[src/rtl/wb_uart_pkg.sv]
// Shared types and register-map constants for the Wishbone UART transmitter.
package wb_uart_pkg;

    typedef enum logic [2:0] {
        IDLE,
        START,
        DATA,
        PARITY,
        STOP
    } tx_state_e;

    localparam logic [1:0] ADR_DATA   = 2'd0;
    localparam logic [1:0] ADR_STATUS = 2'd1;
    localparam logic [1:0] ADR_DIV    = 2'd2;

    localparam int STAT_BUSY      = 0;
    localparam int STAT_FULL      = 1;
    localparam int STAT_EMPTY     = 2;
    localparam int STAT_OVF       = 3;
    localparam int STAT_PARITY    = 4;
    localparam int STAT_LEVEL_LSB = 8;

endpackage

[src/rtl/if_wb.sv]
// Wishbone classic bus bundle with 16-bit data; the responder decodes only adr[1:0].
interface if_wb;
    logic        cyc;
    logic        stb;
    logic        we;
    logic [15:0] adr;
    logic [15:0] dat_m;
    logic [15:0] dat_s;
    logic        ack;

    modport master (output cyc, stb, we, adr, dat_m, input dat_s, ack);
    modport slave  (input cyc, stb, we, adr, dat_m, output dat_s, ack);
endinterface

[src/rtl/wb_uart_tx_sync_fifo.sv]
// sync_fifo: first-word-fall-through FIFO with synchronous reset; DEPTH must be a power of 2.
module sync_fifo #(
    parameter int  WIDTH = 8,
    parameter int  DEPTH = 16,
    localparam int AW    = $clog2(DEPTH)
) (
    input  logic             clk,
    input  logic             rst,
    input  logic             push,
    input  logic [WIDTH-1:0] wdata,
    input  logic             pop,
    output logic [WIDTH-1:0] rdata,
    output logic             full,
    output logic             empty,
    output logic [AW:0]      level
);
    localparam logic [AW:0] FULL_LEVEL = (AW + 1)'(DEPTH);

    logic [WIDTH-1:0] mem [DEPTH];
    logic [AW-1:0]    wr_ptr;
    logic [AW-1:0]    rd_ptr;
    logic [AW:0]      count;
    logic             push_en;
    logic             pop_en;

    // A push into a full FIFO succeeds only when a pop frees the head slot in the same cycle.
    assign pop_en  = pop && (count != '0);
    assign push_en = push && ((count != FULL_LEVEL) || pop_en);

    // NOTE: storage is deliberately left out of reset; only pointers and count define validity.
    always_ff @(posedge clk) begin
        if (push_en) mem[wr_ptr] <= wdata;
    end

    always_ff @(posedge clk) begin
        if (rst) begin
            wr_ptr <= '0;
            rd_ptr <= '0;
            count  <= '0;
        end else begin
            if (push_en) wr_ptr <= wr_ptr + AW'(1);
            if (pop_en)  rd_ptr <= rd_ptr + AW'(1);
            case ({push_en, pop_en})
                2'b10:   count <= count + (AW + 1)'(1);
                2'b01:   count <= count - (AW + 1)'(1);
                default: count <= count;
            endcase
        end
    end

    assign rdata = mem[rd_ptr];
    assign full  = (count == FULL_LEVEL);
    assign empty = (count == '0);
    assign level = count;
endmodule

[src/rtl/wb_uart_tx.sv]
// wb_uart_tx: Wishbone slave that queues bytes and sends them 8N1, LSB first, at DIV+1 clocks/bit.
// Define WB_UART_TX_PARITY_EN to insert an even-parity bit between the data and stop bits.
module wb_uart_tx
    import wb_uart_pkg::*;
#(
    parameter int          FIFO_DEPTH  = 16,
    parameter logic [15:0] DEFAULT_DIV = 16'd867
) (
    input  logic sys_clk_i,
    input  logic sys_rst_i,
    if_wb.slave  wb,
    output logic tx_o,
    output logic irq_o
);
    localparam int LVL_W = $clog2(FIFO_DEPTH) + 1;

    logic [1:0]       reg_adr;
    logic             access;
    logic             wr_data;
    logic             ack;
    logic             overflow;
    logic [15:0]      dat_s;
    logic [15:0]      div;
    logic [15:0]      status;
    logic [15:0]      rdata;
    logic             unused_adr;

    logic [7:0]       fifo_rdata;
    logic             fifo_pop;
    logic             fifo_full;
    logic             fifo_empty;
    logic [LVL_W-1:0] fifo_level;

    tx_state_e        state;
    logic [7:0]       shift;
    logic [15:0]      bit_cnt;
    logic [15:0]      div_lat;
    logic [2:0]       bit_idx;
`ifdef WB_UART_TX_PARITY_EN
    logic             parity_bit;
`endif

    assign reg_adr    = wb.adr[1:0];
    assign unused_adr = ^wb.adr[15:2];
    assign access     = wb.cyc && wb.stb && !ack;
    assign wr_data    = access && wb.we && (reg_adr == ADR_DATA);
    assign wb.ack     = ack;
    assign wb.dat_s   = dat_s;

    // A new frame starts from IDLE or straight out of the last stop-bit clock, so frames run gapless.
    assign fifo_pop = !fifo_empty && ((state == IDLE) || ((state == STOP) && (bit_cnt == '0)));

    sync_fifo #(
        .WIDTH (8),
        .DEPTH (FIFO_DEPTH)
    ) u_fifo (
        .clk   (sys_clk_i),
        .rst   (sys_rst_i),
        .push  (wr_data),
        .wdata (wb.dat_m[7:0]),
        .pop   (fifo_pop),
        .rdata (fifo_rdata),
        .full  (fifo_full),
        .empty (fifo_empty),
        .level (fifo_level)
    );

    always_comb begin
        status                          = '0;
        status[STAT_BUSY]               = (state != IDLE);
        status[STAT_FULL]               = fifo_full;
        status[STAT_EMPTY]              = fifo_empty;
        status[STAT_OVF]                = overflow;
        status[STAT_LEVEL_LSB +: 8]     = 8'(fifo_level);
`ifdef WB_UART_TX_PARITY_EN
        status[STAT_PARITY]             = 1'b1;
`endif
        rdata = '0;
        case (reg_adr)
            ADR_STATUS: rdata = status;
            ADR_DIV:    rdata = div;
            default:    rdata = '0;
        endcase
    end

    always_ff @(posedge sys_clk_i) begin
        if (sys_rst_i) begin
            ack      <= 1'b0;
            dat_s    <= '0;
            div      <= DEFAULT_DIV;
            overflow <= 1'b0;
        end else begin
            ack   <= access;
            dat_s <= (access && !wb.we) ? rdata : '0;
            if (access && wb.we) begin
                case (reg_adr)
                    ADR_STATUS: if (wb.dat_m[STAT_OVF]) overflow <= 1'b0;
                    ADR_DIV:    div <= wb.dat_m;
                    default:    ;
                endcase
            end
            if (wr_data && fifo_full && !fifo_pop) overflow <= 1'b1;
        end
    end

    always_ff @(posedge sys_clk_i) begin
        if (sys_rst_i) begin
            state   <= IDLE;
            tx_o    <= 1'b1;
            irq_o   <= 1'b1;
            shift   <= '0;
            bit_cnt <= '0;
            div_lat <= '0;
            bit_idx <= '0;
`ifdef WB_UART_TX_PARITY_EN
            parity_bit <= 1'b0;
`endif
        end else begin
            irq_o <= fifo_empty && (state == IDLE);
            if (fifo_pop) begin
                state   <= START;
                tx_o    <= 1'b0;
                shift   <= fifo_rdata;
                bit_cnt <= div;
                div_lat <= div;
`ifdef WB_UART_TX_PARITY_EN
                parity_bit <= ^fifo_rdata;
`endif
            end else begin
                case (state)
                    START: begin
                        if (bit_cnt == '0) begin
                            state   <= DATA;
                            tx_o    <= shift[0];
                            bit_cnt <= div_lat;
                            bit_idx <= '0;
                        end else begin
                            bit_cnt <= bit_cnt - 16'd1;
                        end
                    end
                    DATA: begin
                        if (bit_cnt == '0) begin
                            bit_cnt <= div_lat;
                            if (bit_idx == 3'd7) begin
`ifdef WB_UART_TX_PARITY_EN
                                state <= PARITY;
                                tx_o  <= parity_bit;
`else
                                state <= STOP;
                                tx_o  <= 1'b1;
`endif
                            end else begin
                                bit_idx <= bit_idx + 3'd1;
                                shift   <= shift >> 1;
                                tx_o    <= shift[1];
                            end
                        end else begin
                            bit_cnt <= bit_cnt - 16'd1;
                        end
                    end
`ifdef WB_UART_TX_PARITY_EN
                    PARITY: begin
                        if (bit_cnt == '0) begin
                            state   <= STOP;
                            tx_o    <= 1'b1;
                            bit_cnt <= div_lat;
                        end else begin
                            bit_cnt <= bit_cnt - 16'd1;
                        end
                    end
`endif
                    STOP: begin
                        if (bit_cnt == '0) state <= IDLE;
                        else               bit_cnt <= bit_cnt - 16'd1;
                    end
                    IDLE:    tx_o  <= 1'b1;
                    default: state <= IDLE;
                endcase
            end
        end
    end
endmodule

[src/flat_wrapper.sv]
// flat-port wrapper written by rule: the top's interface ports become plain ports
module wb_uart_tx_flat import wb_uart_pkg::*;
#(
    parameter int          FIFO_DEPTH  = 16,
    parameter logic [15:0] DEFAULT_DIV = 16'd867
)
  (sys_clk_i, sys_rst_i, tx_o, irq_o, wb_cyc, wb_stb, wb_we, wb_adr, wb_dat_m, wb_dat_s, wb_ack);
  if_wb wb_i ();
  input  logic sys_clk_i;
  input  logic sys_rst_i;
  output logic tx_o;
  output logic irq_o;
  input wire logic [$bits(wb_i.cyc)-1:0] wb_cyc;
  input wire logic [$bits(wb_i.stb)-1:0] wb_stb;
  input wire logic [$bits(wb_i.we)-1:0] wb_we;
  input wire logic [$bits(wb_i.adr)-1:0] wb_adr;
  input wire logic [$bits(wb_i.dat_m)-1:0] wb_dat_m;
  output wire logic [$bits(wb_i.dat_s)-1:0] wb_dat_s;
  output wire logic [$bits(wb_i.ack)-1:0] wb_ack;
  assign wb_i.cyc = wb_cyc;
  assign wb_i.stb = wb_stb;
  assign wb_i.we = wb_we;
  assign wb_i.adr = wb_adr;
  assign wb_i.dat_m = wb_dat_m;
  assign wb_dat_s = wb_i.dat_s;
  assign wb_ack = wb_i.ack;
  wb_uart_tx #(.FIFO_DEPTH(FIFO_DEPTH), .DEFAULT_DIV(DEFAULT_DIV)) u_core (.sys_clk_i(sys_clk_i), .sys_rst_i(sys_rst_i), .wb(wb_i), .tx_o(tx_o), .irq_o(irq_o));
endmodule
[config.mk]
export PLATFORM = sky130hd
export DESIGN_NAME = wb_uart_tx_flat
export DESIGN_NICKNAME = d
export VERILOG_FILES = /design/src/rtl/wb_uart_pkg.sv /design/src/rtl/if_wb.sv /design/src/rtl/wb_uart_tx_sync_fifo.sv /design/src/rtl/wb_uart_tx.sv /design/src/flat_wrapper.sv
export SDC_FILE = /design/constraint.sdc
export NUM_CORES = 1
export LEC_CHECK = 0
export ABC_CLOCK_PERIOD_IN_PS = 2920
export BUFFER_PORTS_ARGS = -buffer_cell sky130_fd_sc_hd__clkbuf_2
export CORE_MARGIN = 2
export CORE_UTILIZATION = 34
export DETAILED_ROUTE_END_ITERATION = 10
export PLACE_DENSITY = 0.6
export SLEW_MARGIN = 20
export SYNTH_ARGS = -nofsm -noshare
export SYNTH_HDL_FRONTEND = slang
export SYNTH_SLANG_ARGS = --single-unit
[constraint.sdc]
create_clock -name sys_clk_i -period 2.92 [get_ports sys_clk_i]
set_clock_uncertainty 0.15 [all_clocks]
set_input_delay 0.292 -clock sys_clk_i [delete_from_list [all_inputs] [get_ports sys_clk_i]]
set_output_delay 0.292 -clock sys_clk_i [all_outputs]
set_load 0.01 [all_outputs]
### After elaboration in Yosys (flattened, before gate mapping)

Memory sizes are Yosys's and may differ from the RTL's. A register that Yosys moved wholly into a read port is not among the register bits.
Index checks and enable logic that the tools add are counted.

| storage, ports and cells | value |
|---|---|
| memories | 1 |
| bits in registers | 95 |
| output and inout port bits | 19 |
| RAM bits | 128 |

Memory list:

| name | words | width | rd ports | clocked after memory_dff | write ports | RTL line | source |
|---|---|---|---|---|---|---|---|
| u_core.u_fifo.mem | 16 | 8 | 1 | 1 | 1 | wb_uart_tx_sync_fifo.sv:19 | `logic [WIDTH-1:0] mem [DEPTH];` |

| cells by class | value |
|---|---|
| reduce and logical (&&, ||, !) cells | 44 |
| muxes and demuxes | 32 |
| add/sub/neg operators | 6 |
| equality and inequality tests | 22 |
| bitwise gates (word level) | 3 |

Operators with widths:

| operator | count |
|---|---|
| 16-bit case mux with 2 select lines | 2 |
| 16-bit two-way mux | 3 |
| 8-bit two-way mux | 4 |
| 3-bit two-way mux | 6 |
| 16-bit zero test | 1 |
| 16-bit by 1-bit subtractor with 16-bit output, second input constant | 1 |
| 5-bit AND reduction | 3 |
| 2-bit nonzero test | 7 |
| 1-bit logical AND | 12 |
| 3-bit case mux with 4 select lines | 1 |
| 1-bit two-way mux | 11 |
| 2-bit by 1-bit inequality test with 1-bit output, second input constant | 5 |
| 5-bit case mux with 2 select lines | 1 |
| 3-bit by 1-bit inequality test with 1-bit output, second input constant | 3 |
| 3-bit AND reduction | 3 |
| 4-bit by 1-bit adder with 4-bit output, second input constant | 2 |
| 4-bit two-way mux | 2 |
| 3-bit == test, second input constant | 2 |
| 3-bit by 2-bit inequality test with 1-bit output, second input constant | 2 |
| 3-bit case mux with 2 select lines | 1 |
| 3-bit nonzero test | 2 |
| 2-bit OR reduction | 3 |
| 5-bit by 1-bit adder with 5-bit output, second input constant | 1 |
| 5-bit == test, second input constant | 1 |
| other kinds (18) | 28 |

### Longest topological paths before layout

| depth | value |
|---|---|
| word-level depth | 9 |
| mapped depth | 13 |

### By module

A second synthesis with hierarchy kept.

| second synthesis, totals | value |
|---|---|
| cells, all modules | 780 |
| area total of the unflattened synthesis | 9623.0 sq um |

Modules (own cells, without submodules):

| module | area each (sq um) | instances | cells each |
|---|---|---|---|
| sync_fifo | 5844.4 | 1 | 320 |
| wb_uart_tx | 3778.6 | 1 | 460 |

### Worst setup path before layout

OpenSTA, ideal clock, no wires.

| timing | value |
|---|---|
| path type | reg-to-reg |
| from | register u_core.bit_cnt[0] |
| to | memory u_core.u_fifo.mem[2][0] (enable) |
| cell stages (with the launch flop) | 10 |
| data arrival time | 2.543 ns |
| required time | 2.387 ns |
| buffers on the path | 1 |
| setup slack | -0.157 ns |
| path through | dfxtp_1 > inv_1 > ha_1 > nor4b_1 > and4_1 > buf_2 > o21ai_1 > a21oi_2 > nand2_1 > nor3_1 |

| between the ends | value |
|---|---|
| longest elaborated chain between the ends | 9 |

Ends and longest elaborated chain:

| element | RTL line | source |
|---|---|---|
| from (decl) | wb_uart_tx.sv:36 | `logic [15:0] bit_cnt;` |
| from (signal assigned) | wb_uart_tx.sv:124 | `bit_cnt <= div;` |
| from (signal assigned) | wb_uart_tx.sv:135 | `bit_cnt <= div_lat;` |
| from (signal assigned) | wb_uart_tx.sv:138 | `bit_cnt <= bit_cnt - 16'd1;` |
| 16-bit zero test | wb_uart_tx.sv:51 | `assign fifo_pop = !fifo_empty && ((state == IDLE) \|\| ((state == STOP) && (bit_cnt == '0)));` |
| 1-bit logical AND | wb_uart_tx.sv:51 |  |
| 1-bit logical OR | wb_uart_tx.sv:51 |  |
| 1-bit logical AND | wb_uart_tx.sv:51 |  |
| 1-bit logical AND | wb_uart_tx_sync_fifo.sv:27 | `assign pop_en = pop && (count != '0);` |
| 1-bit logical OR | wb_uart_tx_sync_fifo.sv:28 | `assign push_en = push && ((count != FULL_LEVEL) \|\| pop_en);` |
| 1-bit logical AND | wb_uart_tx_sync_fifo.sv:28 |  |
| 1-bit two-way mux | wb_uart_tx_sync_fifo.sv:32 | `if (push_en) mem[wr_ptr] <= wdata;` |
| 1-bit two-way mux (implied by the code) | wb_uart_tx_sync_fifo.sv:32 |  |
| to (decl) | wb_uart_tx_sync_fifo.sv:19 |  |

Every way passes these cells.

### Worst setup path after layout

| timing | value |
|---|---|
| from | register u_core.bit_cnt[1] |
| to | register u_core.u_fifo.count[4], in the netlist u_core.u_fifo.level[4] |

| between the ends | value |
|---|---|
| longest elaborated chain between the ends | 9 |
| elaborated cells between the ends (all ways) | 11 |
| classes of those cells | 2 x eq/ne; 1 x mux; 8 x reduce/logical |

Ends and longest elaborated chain:

| element | RTL line | source |
|---|---|---|
| 16-bit zero test * | wb_uart_tx.sv:51 |  |
| 1-bit logical AND * | wb_uart_tx.sv:51 |  |
| 1-bit logical OR * | wb_uart_tx.sv:51 |  |
| 1-bit logical AND * | wb_uart_tx.sv:51 |  |
| 1-bit logical AND * | wb_uart_tx_sync_fifo.sv:27 |  |
| 1-bit logical OR | wb_uart_tx_sync_fifo.sv:28 |  |
| 1-bit logical AND | wb_uart_tx_sync_fifo.sv:28 |  |
| 2-bit by 1-bit == test with 1-bit output / 2-bit == test (equally long branches) | wb_uart_tx_sync_fifo.sv:43 | `case ({push_en, pop_en})` |
| 5-bit case mux with 2 select lines / 2-bit nonzero test (equally long branches) | -- |  |
| to (signal assigned) | wb_uart_tx_sync_fifo.sv:44 | `2'b10: count <= count + (AW + 1)'(1);` |
| to (signal assigned) | wb_uart_tx_sync_fifo.sv:45 | `2'b01: count <= count - (AW + 1)'(1);` |
| to (signal assigned) | wb_uart_tx_sync_fifo.sv:46 | `default: count <= count;` |
| to (decl) | wb_uart_tx_sync_fifo.sv:22 | `logic [AW:0] count;` |

Every way passes the cells marked *; elsewhere a longest branch is shown, timed or not.
A chain may end at the register's enable or synchronous reset.

==> flow_summary.yaml <==
sta:
  clock.fmax_mhz: 366.3
  rsz0062_at_grt: "no"
  fin_crit_sh: 0.9349
  worst_slew_pin_slew_ps: 704.3
  report.final.slew_viol_count: 0
  setup_ws_ps: 190.1
  finalSetupViolCount: 0
  slew_headroom: 0.5305
  hold_violations: 0
  totalNegativeSetupSlack_ps: 0
  period_minus_slack_ps: 2730
synth:
  ys_warn_count: 0
  synth_seq_cells: 227
  synthFlopType: "edfxtp_1"
  yosysUniqueCellTypes: 65
  synth_area_um2: 9427
  synth_edf_count: 128
  async_reset_ff_frac: 0
  avgSynthCellArea_um2: 12.57
  netlist_instances: 750
  yosysSeqAreaShare: 0.6180
  syn-num-nets: 800
min_path:
  worstHoldStart: "wb_dat_m[4]"
  whs_endpoint: "u_core.u_fifo.mem[9][4]"
  hold_path.class: "primary input to flip-flop"
  min_path_cells: 1
status:
  status: "finished, final reports clean"
grt:
  grt_pass1_vias: 6151
  gr-usage-all-layers: 0.1509
  antenna_found_initial: 0
  grt_max_degree: 35
  grt_pass1_wl_mm: 34.14
  gr-total-overflow: 0
pwr:
  ir_drop_mv: 0.4805
  power_density_nw_per_um2: 875.9
  leakage_nw: 3.858
route:
  vias_per_cell: 5.085
  avgRoutedWirePerCell_um: 17.65
  route.vias.total: 6183
  firstDrtPassIters: 5
  drtIter0Drc: 526
  drc: 0
  detail-route-antenna-nets: 0
  totalWireLength_mm: 21.47
critical_path:
  path_class: "flip-flop to flip-flop"
  rr_endpoint: "u_core.u_fifo.level[4]"
  r2r_setup_slack_ps: 190
  reg2reg_depth: 11
  crit_chain: "inv_1 > ha_1 > nor4b_2 > and4_1 > o21ai_1 > xnor2_1 > ha_1 > nor3_1 > o21a_1 > a221o_1 > o211ai_1"
  cp_common_cell: "ha_1"
  startpoint_type: "flip-flop"
  r2r_start: "u_core.bit_cnt[1]"
  critPathArrivalTime_ps: 3020
  critPathRequiredTime_ps: 3210
  slowest_delay_ps: 420
  crit_path_max_fanout: 6
  crit_slowest_cell: "o21ai_1"
  cp-end-kind: "flip-flop"
finish:
  drive_gt1_frac: 0.2073
  fin_nets: 879
  fin_cells: 1216
  antennaDiodeCount: 0
  area_growth_pct: 18.00
  final_core_util: 0.4104
flow_run:
  drv_cap: 0
clock_tree:
  cts_root_buffer: "clkbuf_16"
  clk_pin_slew_ps: 60
  cts_buffers: 24
  cts_tree: "done"
  htree_levels: 1
  clk_latency_ps: 530
  clk_path_buf_depth: 3
  cts.sinks: 227
floorplanning:
  design.die.area_um2: 29070
  die_h_um: 170.5
  core-area_um2: 27100
  start_util: 0.3478
  die_w_um: 170.5
  pin_count: 56
  rows: 60
placement:
  hpwl_mm: 14.33
  port_buffers: 41
  place_ws_ps: 139.3
  globalplace.congestion: 0.8656
  place_inst: 1161
==> logic make-up after synthesis <==
family                     share of synthesized area
and+or+nand+nor                               0.1241
adders and majority gates                    0.01726
AOI/OAI and AO/OA                            0.09105
muxes                                         0.1074
buffers and inverters                        0.02548
DFF                                           0.6180
xor gates and xnor gates                     0.01672
==> repair_timing <==
| action | CTS | global route |
|---|---|---|
| setup endpoints to repair | 0 | 36 |
| setup buffers | 0 | 3 |
| resized for setup | 0 | 1 |
| hold buffers | 11 | 0 |
| hold endpoints to repair | 12 | 0 |
==> cells in the mapped netlist, drive strengths merged (6+ instances only) <==
master / number / area (um2)
buf: 17 / 86.33
inv: 13 / 48.80
a211oi: 11 / 87.58
mux2i: 10 / 100.1
xnor2: 11 / 96.34
nand3: 15 / 75.07
nor3: 15 / 75.07
nand2: 104 / 390.4
and3: 8 / 50.05
dfxtp: 99 / 1982
a22oi: 9 / 67.56
edfxtp: 128 / 3844
ha: 13 / 162.7
nor2: 69 / 261.5
nor4: 8 / 65.06
o21ai: 12 / 63.81
nand2b: 6 / 37.54
a31oi: 12 / 75.07
xor2: 7 / 61.31
mux4: 40 / 900.9
clkbuf: 27 / 101.4
a21oi: 55 / 290.3
==> critical path: cells and delay by family, from the launching register on <==
kind / cells / cell delay, ps
compound gates: 4 / 950
fa+ha+maj: 2 / 410
xor+xnor: 1 / 180
flops: 1 / 390
buf+inv: 1 / 80
simple gates: 3 / 490
==> stage by stage <==
stage               area, um2  power, mW  hold slack (ps)
CTS                     11090      9.842            57.65
finish                  11120      9.742            48.96
detailed placement      10260      6.974            298.9
global route            11120      10.31            76.85
global placement        10260      6.941            293.8
floorplan                9432      6.069            240.9
==> routing by layer <==
metal / global-route usage / share of wire / vias up
met2: 0.2561 / 0.50 / 133
met3: 0.02383 / 0.041 / 36
met4: 0.03567 / 0.018 / 0
met5: 0 / 0 / -
met1: 0.2033 / 0.45 / 3054
li1: - / - / 2960
==> cell usage in the layout (no fill, tap or decap), types with 6 or more instances in the layout <==
cell / n
a211oi_1: 10
a21oi_1: 53
a22oi_1: 9
a31oi_1: 12
and3_1: 8
buf_4: 43
clkbuf_16: 24
clkbuf_2: 41
clkinv_2: 6
dfxtp_1: 98
dlygate4sd3_1: 11
edfxtp_1: 128
ha_1: 13
inv_1: 13
mux2i_1: 10
mux4_2: 40
nand2_1: 104
nand2b_1: 6
nand3_1: 15
nor2_1: 68
nor3_1: 14
nor4_1: 7
o21ai_0: 8
xnor2_1: 11
xor2_1: 7
==> worst max path at each step <==
stage,start,depth (start not counted),end
4_1_cts,u_core.bit_cnt[1],9,u_core.u_fifo.mem[3][2]
3_3_place_gp,u_core.bit_cnt[1],9,u_core.u_fifo.mem[3][5]
6_report,u_core.bit_cnt[1],11,u_core.u_fifo.level[4]
2_1_floorplan,u_core.bit_cnt[0],9,u_core.u_fifo.mem[0][0]
5_1_grt,u_core.bit_cnt[1],11,u_core.u_fifo.level[2]
3_5_place_dp,u_core.bit_cnt[1],9,u_core.u_fifo.mem[3][5]
==> report_power, final <==
group	switching, mW	internal, mW
combinational	1.71	1.35
sequential	0.234	3.62
clock	1.22	1.60
==> flip-flops by register name, summed over array words and instances (netlist names), 3 cells and up, named ones only <==
| register | count |
|---|---|
| u_core.shift | 8 |
| u_core.u_fifo.level | 5 |
| u_core.bit_idx | 3 |
| u_core.u_fifo.mem | 128 |
| u_core.state | 3 |
| u_core.u_fifo.wr_ptr | 4 |
| u_core.div_lat | 16 |
| u_core.div | 16 |
| u_core.bit_cnt | 16 |
| u_core.u_fifo.rd_ptr | 4 |
| u_core.wb.dat_s | 16 |
==> final cells by class <==
| cell class | instances | area (um2) |
|---|---|---|
| clock buffers | 29 | 619.3 |
| clock inverters | 12 | 108.9 |
| fillers | 2521 | 15980 |
| inverters | 14 | 52.55 |
| multi-input cells | 465 | 3372 |
| flip-flops and latches | 227 | 5827 |
| well taps | 372 | 465.4 |
| repair buffers | 97 | 678.2 |
Power figures use the tool's default switching activity.
